`src/rtl/lpm_tbl_access_ctrl.sv`:
```
// Sequencer sharing the LPM route table port between host single ops and a bulk-clear walk.
// One table op in flight at a time; a missing ack aborts the op after ACK_TIMEOUT cycles.
module lpm_tbl_access_ctrl #(
    parameter int unsigned DATA_WIDTH  = 128,
    parameter int unsigned ADDR_WIDTH  = 5,
    parameter int unsigned TBL_DEPTH   = 32,
    parameter int unsigned ACK_TIMEOUT = 15,
    parameter logic [DATA_WIDTH-1:0] CLEAR_VALUE = '1
) (
    input  logic                  AXI_ACLK,
    input  logic                  reset,
    input  logic                  host_rd_req,
    input  logic                  host_wr_req,
    input  logic [ADDR_WIDTH-1:0] host_addr,
    input  logic [DATA_WIDTH-1:0] host_wr_data,
    output logic [DATA_WIDTH-1:0] host_rd_data,
    output logic                  host_busy,
    output logic                  host_done,
    output logic                  host_err,
    input  logic                  clr_start,
    output logic                  clr_busy,
    output logic                  clr_done,
    output logic                  tbl_rd_req,
    output logic                  tbl_wr_req,
    output logic [ADDR_WIDTH-1:0] tbl_rd_addr,
    output logic [ADDR_WIDTH-1:0] tbl_wr_addr,
    output logic [DATA_WIDTH-1:0] tbl_wr_data,
    input  logic [DATA_WIDTH-1:0] tbl_rd_data,
    input  logic                  tbl_rd_ack,
    input  logic                  tbl_wr_ack,
    output logic [31:0]           timeout_count
);

    localparam int unsigned CNT_W = $clog2(ACK_TIMEOUT + 1);

    typedef enum logic [2:0] {
        S_IDLE,
        S_HOST_REQ,
        S_HOST_WAIT,
        S_CLR_REQ,
        S_CLR_WAIT
    } state_t;

    state_t                  state;
    logic                    pend_wr;
    logic [ADDR_WIDTH-1:0]   pend_addr;
    logic [DATA_WIDTH-1:0]   pend_data;
    logic [CNT_W-1:0]        wait_cnt;
    logic [ADDR_WIDTH-1:0]   clr_ptr;

    logic                    host_cap_c;
    logic                    clr_cap_c;
    logic                    timeout_c;
    logic                    last_entry_c;
    logic                    host_is_wr_c;
    logic [ADDR_WIDTH-1:0]   host_addr_c;
    logic [DATA_WIDTH-1:0]   host_data_c;
    logic [31:0]             timeout_inc_c;

    assign host_cap_c    = !host_busy && (host_rd_req || host_wr_req);
    assign clr_cap_c     = !clr_busy && clr_start;
    assign timeout_c     = (wait_cnt == CNT_W'(ACK_TIMEOUT - 1));
    assign last_entry_c  = (clr_ptr == ADDR_WIDTH'(TBL_DEPTH - 1));
    assign timeout_inc_c = (timeout_count == 32'hFFFF_FFFF) ? timeout_count : timeout_count + 32'd1;

    // In IDLE a request arriving this cycle is issued directly, otherwise the latched one
    assign host_is_wr_c = host_busy ? pend_wr   : host_wr_req;
    assign host_addr_c  = host_busy ? pend_addr : host_addr;
    assign host_data_c  = host_busy ? pend_data : host_wr_data;

    always_ff @(posedge AXI_ACLK) begin
        if (reset) begin
            state         <= S_IDLE;
            pend_wr       <= 1'b0;
            pend_addr     <= '0;
            pend_data     <= '0;
            wait_cnt      <= '0;
            clr_ptr       <= '0;
            host_rd_data  <= '0;
            host_busy     <= 1'b0;
            host_done     <= 1'b0;
            host_err      <= 1'b0;
            clr_busy      <= 1'b0;
            clr_done      <= 1'b0;
            tbl_rd_req    <= 1'b0;
            tbl_wr_req    <= 1'b0;
            tbl_rd_addr   <= '0;
            tbl_wr_addr   <= '0;
            tbl_wr_data   <= '0;
            timeout_count <= '0;
        end else begin
            host_done  <= 1'b0;
            host_err   <= 1'b0;
            clr_done   <= 1'b0;
            tbl_rd_req <= 1'b0;
            tbl_wr_req <= 1'b0;

            if (host_cap_c) begin
                host_busy <= 1'b1;
                pend_wr   <= host_wr_req;
                pend_addr <= host_addr;
                pend_data <= host_wr_data;
            end
            if (clr_cap_c) begin
                clr_busy <= 1'b1;
                clr_ptr  <= '0;
            end

            case (state)
                S_IDLE: begin
                    if (host_busy || host_cap_c) begin
                        state <= S_HOST_REQ;
                        if (host_is_wr_c) begin
                            tbl_wr_req  <= 1'b1;
                            tbl_wr_addr <= host_addr_c;
                            tbl_wr_data <= host_data_c;
                        end else begin
                            tbl_rd_req  <= 1'b1;
                            tbl_rd_addr <= host_addr_c;
                        end
                    end else if (clr_busy || clr_cap_c) begin
                        state       <= S_CLR_REQ;
                        tbl_wr_req  <= 1'b1;
                        tbl_wr_addr <= clr_busy ? clr_ptr : '0;
                        tbl_wr_data <= CLEAR_VALUE;
                    end
                end
                S_HOST_REQ: begin
                    state    <= S_HOST_WAIT;
                    wait_cnt <= '0;
                end
                S_HOST_WAIT: begin
                    if (pend_wr ? tbl_wr_ack : tbl_rd_ack) begin
                        if (!pend_wr) begin
                            host_rd_data <= tbl_rd_data;
                        end
                        host_done <= 1'b1;
                        host_busy <= 1'b0;
                        state     <= S_IDLE;
                    end else if (timeout_c) begin
                        host_done     <= 1'b1;
                        host_err      <= 1'b1;
                        host_busy     <= 1'b0;
                        timeout_count <= timeout_inc_c;
                        state         <= S_IDLE;
                    end else begin
                        wait_cnt <= wait_cnt + CNT_W'(1);
                    end
                end
                S_CLR_REQ: begin
                    state    <= S_CLR_WAIT;
                    wait_cnt <= '0;
                end
                S_CLR_WAIT: begin
                    // A timed-out entry is skipped; the walk always advances
                    if (tbl_wr_ack || timeout_c) begin
                        if (!tbl_wr_ack) begin
                            timeout_count <= timeout_inc_c;
                        end
                        if (last_entry_c) begin
                            clr_busy <= 1'b0;
                            clr_done <= 1'b1;
                        end else begin
                            clr_ptr <= clr_ptr + ADDR_WIDTH'(1);
                        end
                        state <= S_IDLE;
                    end else begin
                        wait_cnt <= wait_cnt + CNT_W'(1);
                    end
                end
                default: state <= S_IDLE;
            endcase
        end
    end

endmodule
```
`config.mk`:
```
export PLATFORM = sky130hd
export DESIGN_NAME = lpm_tbl_access_ctrl
export DESIGN_NICKNAME = d
export VERILOG_FILES = /design/src/rtl/lpm_tbl_access_ctrl.sv
export SDC_FILE = /design/constraint.sdc
export NUM_CORES = 1
export LEC_CHECK = 0
export BUFFER_PORTS_ARGS = -buffer_cell sky130_fd_sc_hd__buf_2
export CAP_MARGIN = 10
export CELL_PAD_IN_SITES_DETAIL_PLACEMENT = 1
export CELL_PAD_IN_SITES_GLOBAL_PLACEMENT = 1
export CORE_AREA = 2 2 223 225
export CTS_BUF_LIST = sky130_fd_sc_hd__clkbuf_8
export CTS_CLUSTER_SIZE = 16
export DETAILED_ROUTE_END_ITERATION = 12
export DIE_AREA = 0 0 225 227
export PLACE_DENSITY_LB_ADDON = 0.1
export SLEW_MARGIN = 40
export SYNTH_ARGS = -nofsm -noshare
export SYNTH_HDL_FRONTEND = slang
export SYNTH_SLANG_ARGS = --single-unit
```
`constraint.sdc`:
```
create_clock -name AXI_ACLK -period 3.6 [get_ports AXI_ACLK]
set_input_delay 0.54 -clock AXI_ACLK [delete_from_list [all_inputs] [get_ports AXI_ACLK]]
set_output_delay 0.54 -clock AXI_ACLK [all_outputs]
set_load 0.02 [all_outputs]
```
Word level (Yosys, flattened, before mapping)

Cells that the tools add are included.

Register bits after elaboration: 451
Bits in latches: 0
Bits in writable memories: 0
ROM bits: 0
Output and inout bits: 305
Logic and storage cells: 114
Memories: 0

Add/subtract/negate cells: 3
Multipliers: 0
Divide/modulo/power cells: 0
Magnitude comparators: 0
Equal/unequal tests: 16
Shift operators: 0
Mux-type cells: 46
Bitwise operators: 7
Reduce and logical (&&, ||, !) cells: 24

Operators with widths:

| cell                                                             | number |
|---|---|
| 128-bit two-way mux                                              | 4 |
| 32-bit two-way mux                                               | 5 |
| 32-bit case mux with 2 select lines                              | 1 |
| 5-bit two-way mux                                                | 9 |
| 32-bit by 1-bit adder with 32-bit output (second input constant) | 1 |
| 32-bit == test (second input constant)                           | 1 |
| 1-bit two-way mux                                                | 17 |
| 3-bit two-way mux                                                | 5 |
| 3-bit case mux with 5 select lines                               | 1 |
| 2-bit != test (second input constant)                            | 7 |
| 4-bit two-way mux                                                | 3 |
| 4-bit case mux with 3 select lines                               | 1 |
| 3-bit AND reduction                                              | 4 |
| 3-bit OR reduction                                               | 3 |
| 1-bit NOT                                                        | 7 |
| 3-bit by 2-bit == test with 1-bit output (second input constant) | 2 |
| 3-bit != test (second input constant)                            | 2 |
| 2-bit OR reduction                                               | 3 |
| 5-bit by 1-bit adder with 5-bit output (second input constant)   | 1 |
| 5-bit == test (second input constant)                            | 1 |
| 5-bit AND reduction                                              | 1 |
| 4-bit by 1-bit adder with 4-bit output (second input constant)   | 1 |
| 4-bit == test (second input constant)                            | 1 |
| 1-bit logical OR                                                 | 4 |
| other kinds (8)                                                  | 11 |

Logic depth before layout (Yosys ltp)

Gate-level depths: netlist (run 1).

Depth in word-level cells: 6
Depth in mapped cells: 8
Depth with buffers taken out: 7

Least setup slack after synthesis (run 1)

Ideal clock, no wire load.

Path kind: input to register
Start: in tbl_wr_ack
End: reg timeout_count[10]
Library setup time: 0.123 ns
Data arrival time: 1.932 ns
Data required time: 3.477 ns
Path slack: 1.544 ns
Stages on the path: 7
Buffers on the path: 2
Cells stage by stage: mux2i_2 -> a22o_1 -> buf_4 -> nand2_2 -> buf_2 -> nor4_1 -> mux2_1

Word-level cells in the longest chain between the ends: 3
Elaborated cells on any way between the ends: 6
Classes of those cells: eq/ne (3); mux (1); reduce/logical (2)

Ends and longest elaborated chain:

| what                                                         | line     | RTL |
|---|---|---|
| from (decl)                                                  | 30       | `input logic tbl_wr_ack,` |
| 1-bit two-way mux / 1-bit logical OR (equally long branches) | 133, 156 |  |
| 2-bit != test (no line)                                      | n/a      |  |
| 5-bit AND reduction (no line) *                              | n/a      |  |
| to (signal assigned)                                         | 144      | `timeout_count <= timeout_inc_c;` |
| to (signal assigned)                                         | 158      | `timeout_count <= timeout_inc_c;` |
| to (decl)                                                    | 31       | `output logic [31:0] timeout_count` |

Mark *: on every way between the ends. The rest lies on a longest branch, timed or not.
A chain may end at the register's enable or synchronous reset.

Final worst setup path (run 1)

Start: reg host_busy
End: reg tbl_wr_data[54]

Word-level cells in the longest chain between the ends: 5
Elaborated cells on any way between the ends: 10
Classes of those cells: eq/ne (1); mux (4); reduce/logical (5)

Ends and longest elaborated chain:

| what                                                                 | line | RTL |
|---|---|---|
| from (decl)                                                          | 17   | `output logic host_busy,` |
| from (signal assigned)                                               | 80   | `host_busy <= 1'b0;` |
| from (signal assigned)                                               | 99   | `host_busy <= 1'b1;` |
| from (signal assigned)                                               | 138  | `host_busy <= 1'b0;` |
| 1-bit logical NOT                                                    | 60   | `assign host_cap_c = !host_busy && (host_rd_req \|\| host_wr_req);` |
| 1-bit logical AND                                                    | 60   |  |
| 1-bit logical OR                                                     | 111  | `if (host_busy \|\| host_cap_c) begin` |
| 2-bit != test (no line) / 2-bit nonzero test (equally long branches) | n/a  |  |
| 3-bit AND reduction (no line)                                        | n/a  |  |
| to (signal assigned)                                                 | 116  | `tbl_wr_data <= host_data_c;` |
| to (decl)                                                            | 27   | `output logic [DATA_WIDTH-1:0] tbl_wr_data,` |

Several ways; a longest one is shown, not always the timed one. The select of a mux whose other input is x is not followed.

==> impl_metrics.tcl, run 1 <==
set metrics [dict create \
    drive_gt1_share_pct 26.8 \
    dr_total_vias 17200 \
    core_mm2 0.0485 \
    r2r_end "tbl_wr_data[54]$_SDFFE_PP0P_" \
    yosys_warnings 0 \
    wire_per_inst_um 19.5 \
    grt_max_degree 134 \
    clock-sinks 451 \
    dr.pass1.iters 4 \
    root_buffer "clkbuf_8" \
    maxCapViolCount 0 \
    synthArstFlopShare_pct 0 \
    yosys.area.top_type "dfxtp_1" \
    ant_nets 0 \
    leakage_nw 9.23 \
    vias_per_cell 5.25 \
    grt_pass1_wl_mm 97.0 \
    routed_wirelength_mm 64.1 \
    arrival_ns 3.14 \
    synth_edf_count 0 \
    layout.nets 2865 \
    ir_worst_vdd_uv 287 \
    grt_pass1_vias 17400 \
    clkLatencyLatePin_ns 0.65 \
    synth_ff_type "dfxtp_1" \
    fmax_ghz 0.388 \
    synth_nets 2365 \
    seq_area_frac_synth_pct 52.7 \
    reg2reg_slack_ns 1.02 \
    synthCells 2092 \
    floorplan.io_pins 573 \
    hold_depth 3 \
    worstHoldStart "tbl_rd_data[105]" \
    fin_worst_skew_ns 0.0281 \
    port_buffers 572 \
    start_util_pct 35.3 \
    setup_viol 0 \
    synth_area_mm2 0.0171 \
    dp_hpwl_mm 43.8 \
    fp.dieW_um 225 \
    synth.area.top_cells "dfxtp_1 (53%), nand2_1 (15%), a21oi_1 (12%), o221ai_1 (6.5%), clkbuf_1 (2.9%)" \
    timing.final.max_slew_violations 0 \
    crit_start "host_busy$_SDFF_PP0_" \
    hold_buffers 0 \
    post_cts_resize_count 0 \
    hp-class "in -> reg" \
    synth_cell_types 57 \
    gr-usage-all-layers_pct 24.1 \
    power.density_mw_per_mm2 551 \
    rr_worst_depth 6 \
    rows 81 \
    utilization_pct 45.1 \
    place_congestion 0.839 \
    endpoint_kind "register" \
    worstMarginPinSlew_ns 0.785 \
    synth_top_area_share_pct 52.7 \
    numCtsBuffers 80 \
    outcome "completed" \
    slew-limit-headroom_pct 47.6 \
    cts_max_path_buffers 3 \
    cts_tree "built" \
    rsz0062_at_grt "false" \
    cts_setup_buffers 0 \
    startpoint_type "register" \
    clk_pin_slew_ns 0.07 \
    hold_viol_final 0 \
    finalCriticalPeriod_ns 2.58 \
    area_delta_synth_final_pct 27.9 \
    whs_endpoint "host_rd_data[105]$_SDFFE_PP0P_" \
    htreeDepth 3 \
    drc 0 \
    antenna_found_initial 30 \
    path_max_fanout 46 \
    critPathKind "reg -> reg" \
    synth-seq-cells 451 \
    gr-total-overflow 0 \
    synth.avg_cell_area_um2 8.18 \
    worstPathRequired_ns 4.16 \
    die_area_mm2 0.0511 \
    reg2reg_from "host_busy$_SDFF_PP0_" \
    post-route-period-util_pct 71.7 \
    die_h_um 227 \
    drt_iter0_markers 896 \
    tns_ns 0 \
]
## per-layer routing
| metal | track usage (%) | routed length, um | vias up | part of all wire [%] |
|---|---|---|---|---|
| met2 | 40.4 | 31100 | 441 | 48 |
| met4 | 10.3 | 2010 | 24 | 3.1 |
| met5 | 0 | 138 | - | 0.22 |
| met3 | 7.73 | 4690 | 138 | 7.3 |
| met1 | 28.3 | 26200 | 8353 | 41 |
| li1 | - | - | 8264 | - |
## synth_stat cells, types with 2 or more instances
library cell  number
a22oi_1            2
nor2_1            45
nor4b_1            2
ha_1               5
a21oi_1          420
o31ai_1           11
a211oi_1           6
o21ai_1            7
buf_1              6
nand2_1          680
nand4_4            2
or2_1              2
clkbuf_1         132
nor4_1             5
buf_4              2
nor2b_1           14
nor3_1            11
and2_1             5
mux2_1             9
nand4_1           13
a311oi_1          10
a31oi_1            3
a2111oi_0          2
nand3b_1           2
and4_1             4
buf_2             35
nand2b_1           4
inv_1              5
mux2i_1            3
or4_1             11
nand3_1           13
dfxtp_1          451
o221ai_1         128
nor3_4             2
o21ai_0            6
or3_1              8
and3_1             6
## registers in the layout, indices dropped and copies added, names as in the netlist, 3 cells and up
| name | count |
|---|---|
| clr_ptr | 5 |
| host_rd_data | 128 |
| pend_addr | 5 |
| pend_data | 128 |
| state | 3 |
| tbl_rd_addr | 5 |
| tbl_wr_addr | 5 |
| tbl_wr_data | 128 |
| timeout_count | 32 |
| wait_cnt | 4 |
## placed cells by master (no fill, tap or decap), types with 6 or more instances in the layout
| master | Yosys | final |
|---|---|---|
| a21oi_1 | 420 | 420 |
| nor3_1 | 11 | 11 |
| clkbuf_8 | 0 | 91 |
| a311oi_1 | 10 | 10 |
| o221ai_1 | 128 | 128 |
| nand3_1 | 13 | 12 |
| buf_12 | 0 | 12 |
| nor2_1 | 45 | 44 |
| buf_4 | 2 | 9 |
| o21ai_0 | 6 | 6 |
| inv_1 | 5 | 40 |
| o21ai_1 | 7 | 6 |
| a211oi_1 | 6 | 6 |
| buf_2 | 35 | 571 |
| dfxtp_1 | 451 | 451 |
| mux2_1 | 9 | 9 |
| or3_1 | 8 | 8 |
| nand4_1 | 13 | 13 |
| nand2_1 | 680 | 680 |
| or4_1 | 11 | 11 |
| o31ai_1 | 11 | 11 |
| diode_2 | 0 | 17 |
| nor2b_1 | 14 | 14 |
## critical path, stage by stage, from the launching register on
cell and delay, ns:
dfxtp_1 0.83, nor2_1 0.12, o21ai_1 0.21, and3_4 0.66, buf_4 0.33, o221ai_1 0.14, a21oi_1 0.19
## cells by family after synthesis
kind of cell | after synthesis | share of synthesized area, %
compound gates | 602 | 21.1
xor+xnor | 2 | 0.102
fa+ha+maj | 5 | 0.365
buf+inv | 181 | 4.27
flops | 451 | 52.7
mux | 13 | 0.848
simple gates | 838 | 20.6
## per-stage QoR
step / total power [mW] / cell area [um2] / worst slack [ns] / cells / hold slack (ns)
final: 12.1 / 21900 / 1.02 / 3282 / 0.128
after global routing: 12.7 / 21900 / 0.781 / 3281 / 0.0973
after CTS: 12.2 / 21800 / 1.00 / 3265 / 0.0645
after detailed placement: 7.79 / 20400 / 0.971 / 3132 / 0.441
after global placement: 7.73 / 20400 / 1.04 / 3132 / 0.436
after floorplan: 6.92 / 17100 / 1.54 / 2092 / 0.436
## layout make-up
cell class              instances  area (um2)
flip-flops and latches        451        9030
inverters                       6        25.0
repair buffers                593        3180
clock inverters                42         176
well taps                     622         778
clock buffers                  91        1250
diodes                         17        42.5
fillers                      6008       26700
multi-input cells            1460        7400
## where the power goes
| group | internal, mW | switching (mW) |
|---|---|---|
| registers | 5.37 | 0.208 |
| clock network | 2.28 | 2.11 |
| logic | 0.677 | 1.41 |
| total | 8.32 | 3.73 |
## worst max-delay path by stage
stage | cells after the start | slack [ns] | to
floorplan | 7 | 1.54 | timeout_count[10]$_SDFFE_PP0P_
global placement | 6 | 1.04 | timeout_count[21]$_SDFFE_PP0P_
detailed placement | 6 | 0.97 | timeout_count[21]$_SDFFE_PP0P_
global route | 6 | 0.78 | tbl_wr_data[113]$_SDFFE_PP0P_
CTS | 5 | 1.00 | tbl_wr_data[10]$_SDFFE_PP0P_
finish | 6 | 1.02 | tbl_wr_data[54]$_SDFFE_PP0P_
No activity file was read; power rests on OpenSTA's default activity.
==> inputs of run 2 (changes only) <==
--- a/config.mk
+++ b/config.mk
@@ -5,15 +5,15 @@
 export SDC_FILE = /design/constraint.sdc
 export NUM_CORES = 1
 export LEC_CHECK = 0
+export ABC_AREA = 1
 export BUFFER_PORTS_ARGS = -buffer_cell sky130_fd_sc_hd__buf_2
 export CAP_MARGIN = 10
 export CELL_PAD_IN_SITES_DETAIL_PLACEMENT = 1
 export CELL_PAD_IN_SITES_GLOBAL_PLACEMENT = 1
-export CORE_AREA = 2 2 223 225
+export CORE_UTILIZATION = 34
 export CTS_BUF_LIST = sky130_fd_sc_hd__clkbuf_8
 export CTS_CLUSTER_SIZE = 16
 export DETAILED_ROUTE_END_ITERATION = 12
-export DIE_AREA = 0 0 225 227
 export PLACE_DENSITY_LB_ADDON = 0.1
 export SLEW_MARGIN = 40
 export SYNTH_ARGS = -nofsm -noshare
==> constraint.sdc (replaced) <==
create_clock -name AXI_ACLK -period 2.3 [get_ports AXI_ACLK]
set_input_delay 0.345 -clock AXI_ACLK [delete_from_list [all_inputs] [get_ports AXI_ACLK]]
set_output_delay 0.345 -clock AXI_ACLK [all_outputs]
set_load 0.02 [all_outputs]
==> impl_metrics.tcl, run 2 <==
set metrics [dict create \
    outcome "completed" \
    clock-sinks 451 \
    grt_max_degree 210 \
    routed_wirelength_mm 70.7 \
    rr_worst_depth 10 \
    top_regs "host_rd_data: 128 flops, pend_data: 128 flops, tbl_wr_data: 128 flops" \
    grt_pass1_wl_mm 109 \
    path_max_fanout 18 \
    final_cells 3793 \
    synthCells 2260 \
    die_h_um 232 \
    hold_ws_ns 0.0657 \
    endpoint_kind "register" \
    utilization_pct 49.2 \
    drive_gt1_share_pct 27.7 \
    seq_area_frac_synth_pct 50.2 \
    area_delta_synth_final_pct 41.7 \
    gr-total-overflow 0 \
    yosys.area.top_type "dfxtp_1" \
    clk_pin_slew_ns 0.07 \
    dr.pass1.iters 5 \
    post-route-period-util_pct 87.3 \
    dp_hpwl_mm 46.9 \
    core_mm2 0.0518 \
    post_cts_resize_count 0 \
    fin_worst_skew_ns 0.0385 \
    arrival_ns 2.54 \
    power.density_mw_per_mm2 933 \
    layout_commonest_cell "nor2_1" \
    htreeDepth 3 \
    grt_pass1_vias 19800 \
    hp-class "in -> reg" \
    worstPathRequired_ns 2.83 \
    synth_nets 2533 \
    antenna_found_initial 6 \
    ir_worst_vdd_uv 479 \
    final_cell_mix "nor2_1 (626), buf_2 (572), dfxtp_1 (451), dlygate4sd3_1 (247), o21ai_0 (234)" \
    finalCriticalPeriod_ns 2.01 \
    final.setup.worst_slack_ns 0.291 \
    vias_per_cell 4.97 \
    dp_cells 3396 \
    setup_viol 0 \
    dr_total_vias 18800 \
    fmax_ghz 0.498 \
    cts_setup_buffers 0 \
    numCtsBuffers 81 \
    fp.dieW_um 232 \
    place_congestion 0.823 \
    floorplan.io_pins 573 \
    synth-seq-cells 451 \
    synth_ff_type "dfxtp_1" \
    leakage_nw 11.5 \
    worstMarginPinSlew_ns 0.815 \
    synth_area_mm2 0.0180 \
    layout.nets 3320 \
    yosys_warnings 0 \
    port_buffers 572 \
    netlist_top_cells_count "nor2_1 (626), dfxtp_1 (451), o21ai_0 (234)" \
    tns_ns 0 \
    synthArstFlopShare_pct 0 \
    startpoint_type "register" \
    die_area_mm2 0.0539 \
    synth_edf_count 0 \
    cts_max_path_buffers 3 \
    hold_viol_final 0 \
    wire_per_inst_um 18.6 \
    clkLatencyLatePin_ns 0.66 \
    synth.avg_cell_area_um2 7.97 \
    hold_depth 5 \
    place_ws_ns 0.239 \
    timing.final.max_slew_violations 0 \
    synth.area.top_cells "dfxtp_1 (50%), nor2_1 (13%), o21ai_0 (6.5%), o21bai_1 (5.3%), a21oi_2 (5.3%)" \
    gr-usage-all-layers_pct 25.6 \
    slew-limit-headroom_pct 45.7 \
    hold_buffers 247 \
    start_util_pct 34.7 \
    maxCapViolCount 0 \
    drc 0 \
    synth_cell_types 45 \
    root_buffer "clkbuf_8" \
    synth_top_area_share_pct 50.2 \
    cts_tree "built" \
    final_area_mm2 0.0255 \
    drt_iter0_markers 799 \
    critPathKind "reg -> reg" \
    post_dp_cell_area_mm2 0.0214 \
    synth.most_common_cell "nor2_1" \
    finalPower_mw 23.8 \
    ant_nets 0 \
    rows 83 \
    rsz0062_at_grt "false" \
]
-- run 2: cell types whose count changed in the layout (fill, tap and decap cells not counted), moves of 128 or more --
cell	change
o221ai_1	-128
o21ai_0	+228
nor2_1	+582
nand2_1	-547
a21oi_1	-240
dlygate4sd3_1	+247
o21bai_1	+128
-- run 2: path summary, 6_finish.rpt --
kind / from / slack [ns] / end
setup / recovery: timeout_count[1]$_SDFFE_PP0P_ / 0.29 / timeout_count[1]$_SDFFE_PP0P_
hold / removal: host_wr_req / 0.07 / pend_wr$_SDFFE_PP0P_
setup reg to reg: timeout_count[1]$_SDFFE_PP0P_ / 0.29 / timeout_count[1]$_SDFFE_PP0P_
hold reg to reg: tbl_rd_addr[2]$_SDFFE_PP0P_ / 0.44 / tbl_rd_addr[2]$_SDFFE_PP0P_
-- run 2: final cells by class --
cell class              count  area, um2
flip-flops and latches    451       9030
fillers                  6357      26300
multi-input cells        1570       7820
well taps                 680        851
diodes                      9       22.5
clock buffers              98       1350
clock inverters            42        196
inverters                  83        332
repair buffers            860       5910
-- run 2: cells by family after synthesis --
group | after synthesis | synth area share, %
AO/OA/AOI/OAI | 705 | 23.9
buffers and inverters | 239 | 6.50
flip-flops | 451 | 50.2
AND/OR/NAND/NOR | 857 | 19.0
adder cells (fa/ha/maj) | 5 | 0.348
multiplexers | 2 | 0.111
XOR/XNOR | 1 | 0.0487
-- run 2: report_power, final --
group | switching [mW] | leakage [nW] | internal [mW]
logic | 4.33 | 6.91 | 2.39
clock network | 3.43 | 0.908 | 3.85
registers | 0.762 | 3.71 | 9.05
total | 8.53 | 11.5 | 15.3
-- run 2: worst max-delay path, cell delays in order, from the launching register on --
cell and delay, ns:
dfxtp_1 0.39, ha_1 0.19, nand2_1 0.09, nor2_1 0.19, nand2_1 0.16, inv_1 0.10
nand3_2 0.31, nand3_1 0.29, nand2_1 0.08, nand2_1 0.06, nor2_1 0.05
-- run 2: per-layer routing --
layer / wire (um) / track usage (%)
met3: 3920 / 6.21
met2: 33900 / 43.4
met5: 8 / 0
met1: 29600 / 30.1
met4: 3310 / 12.0
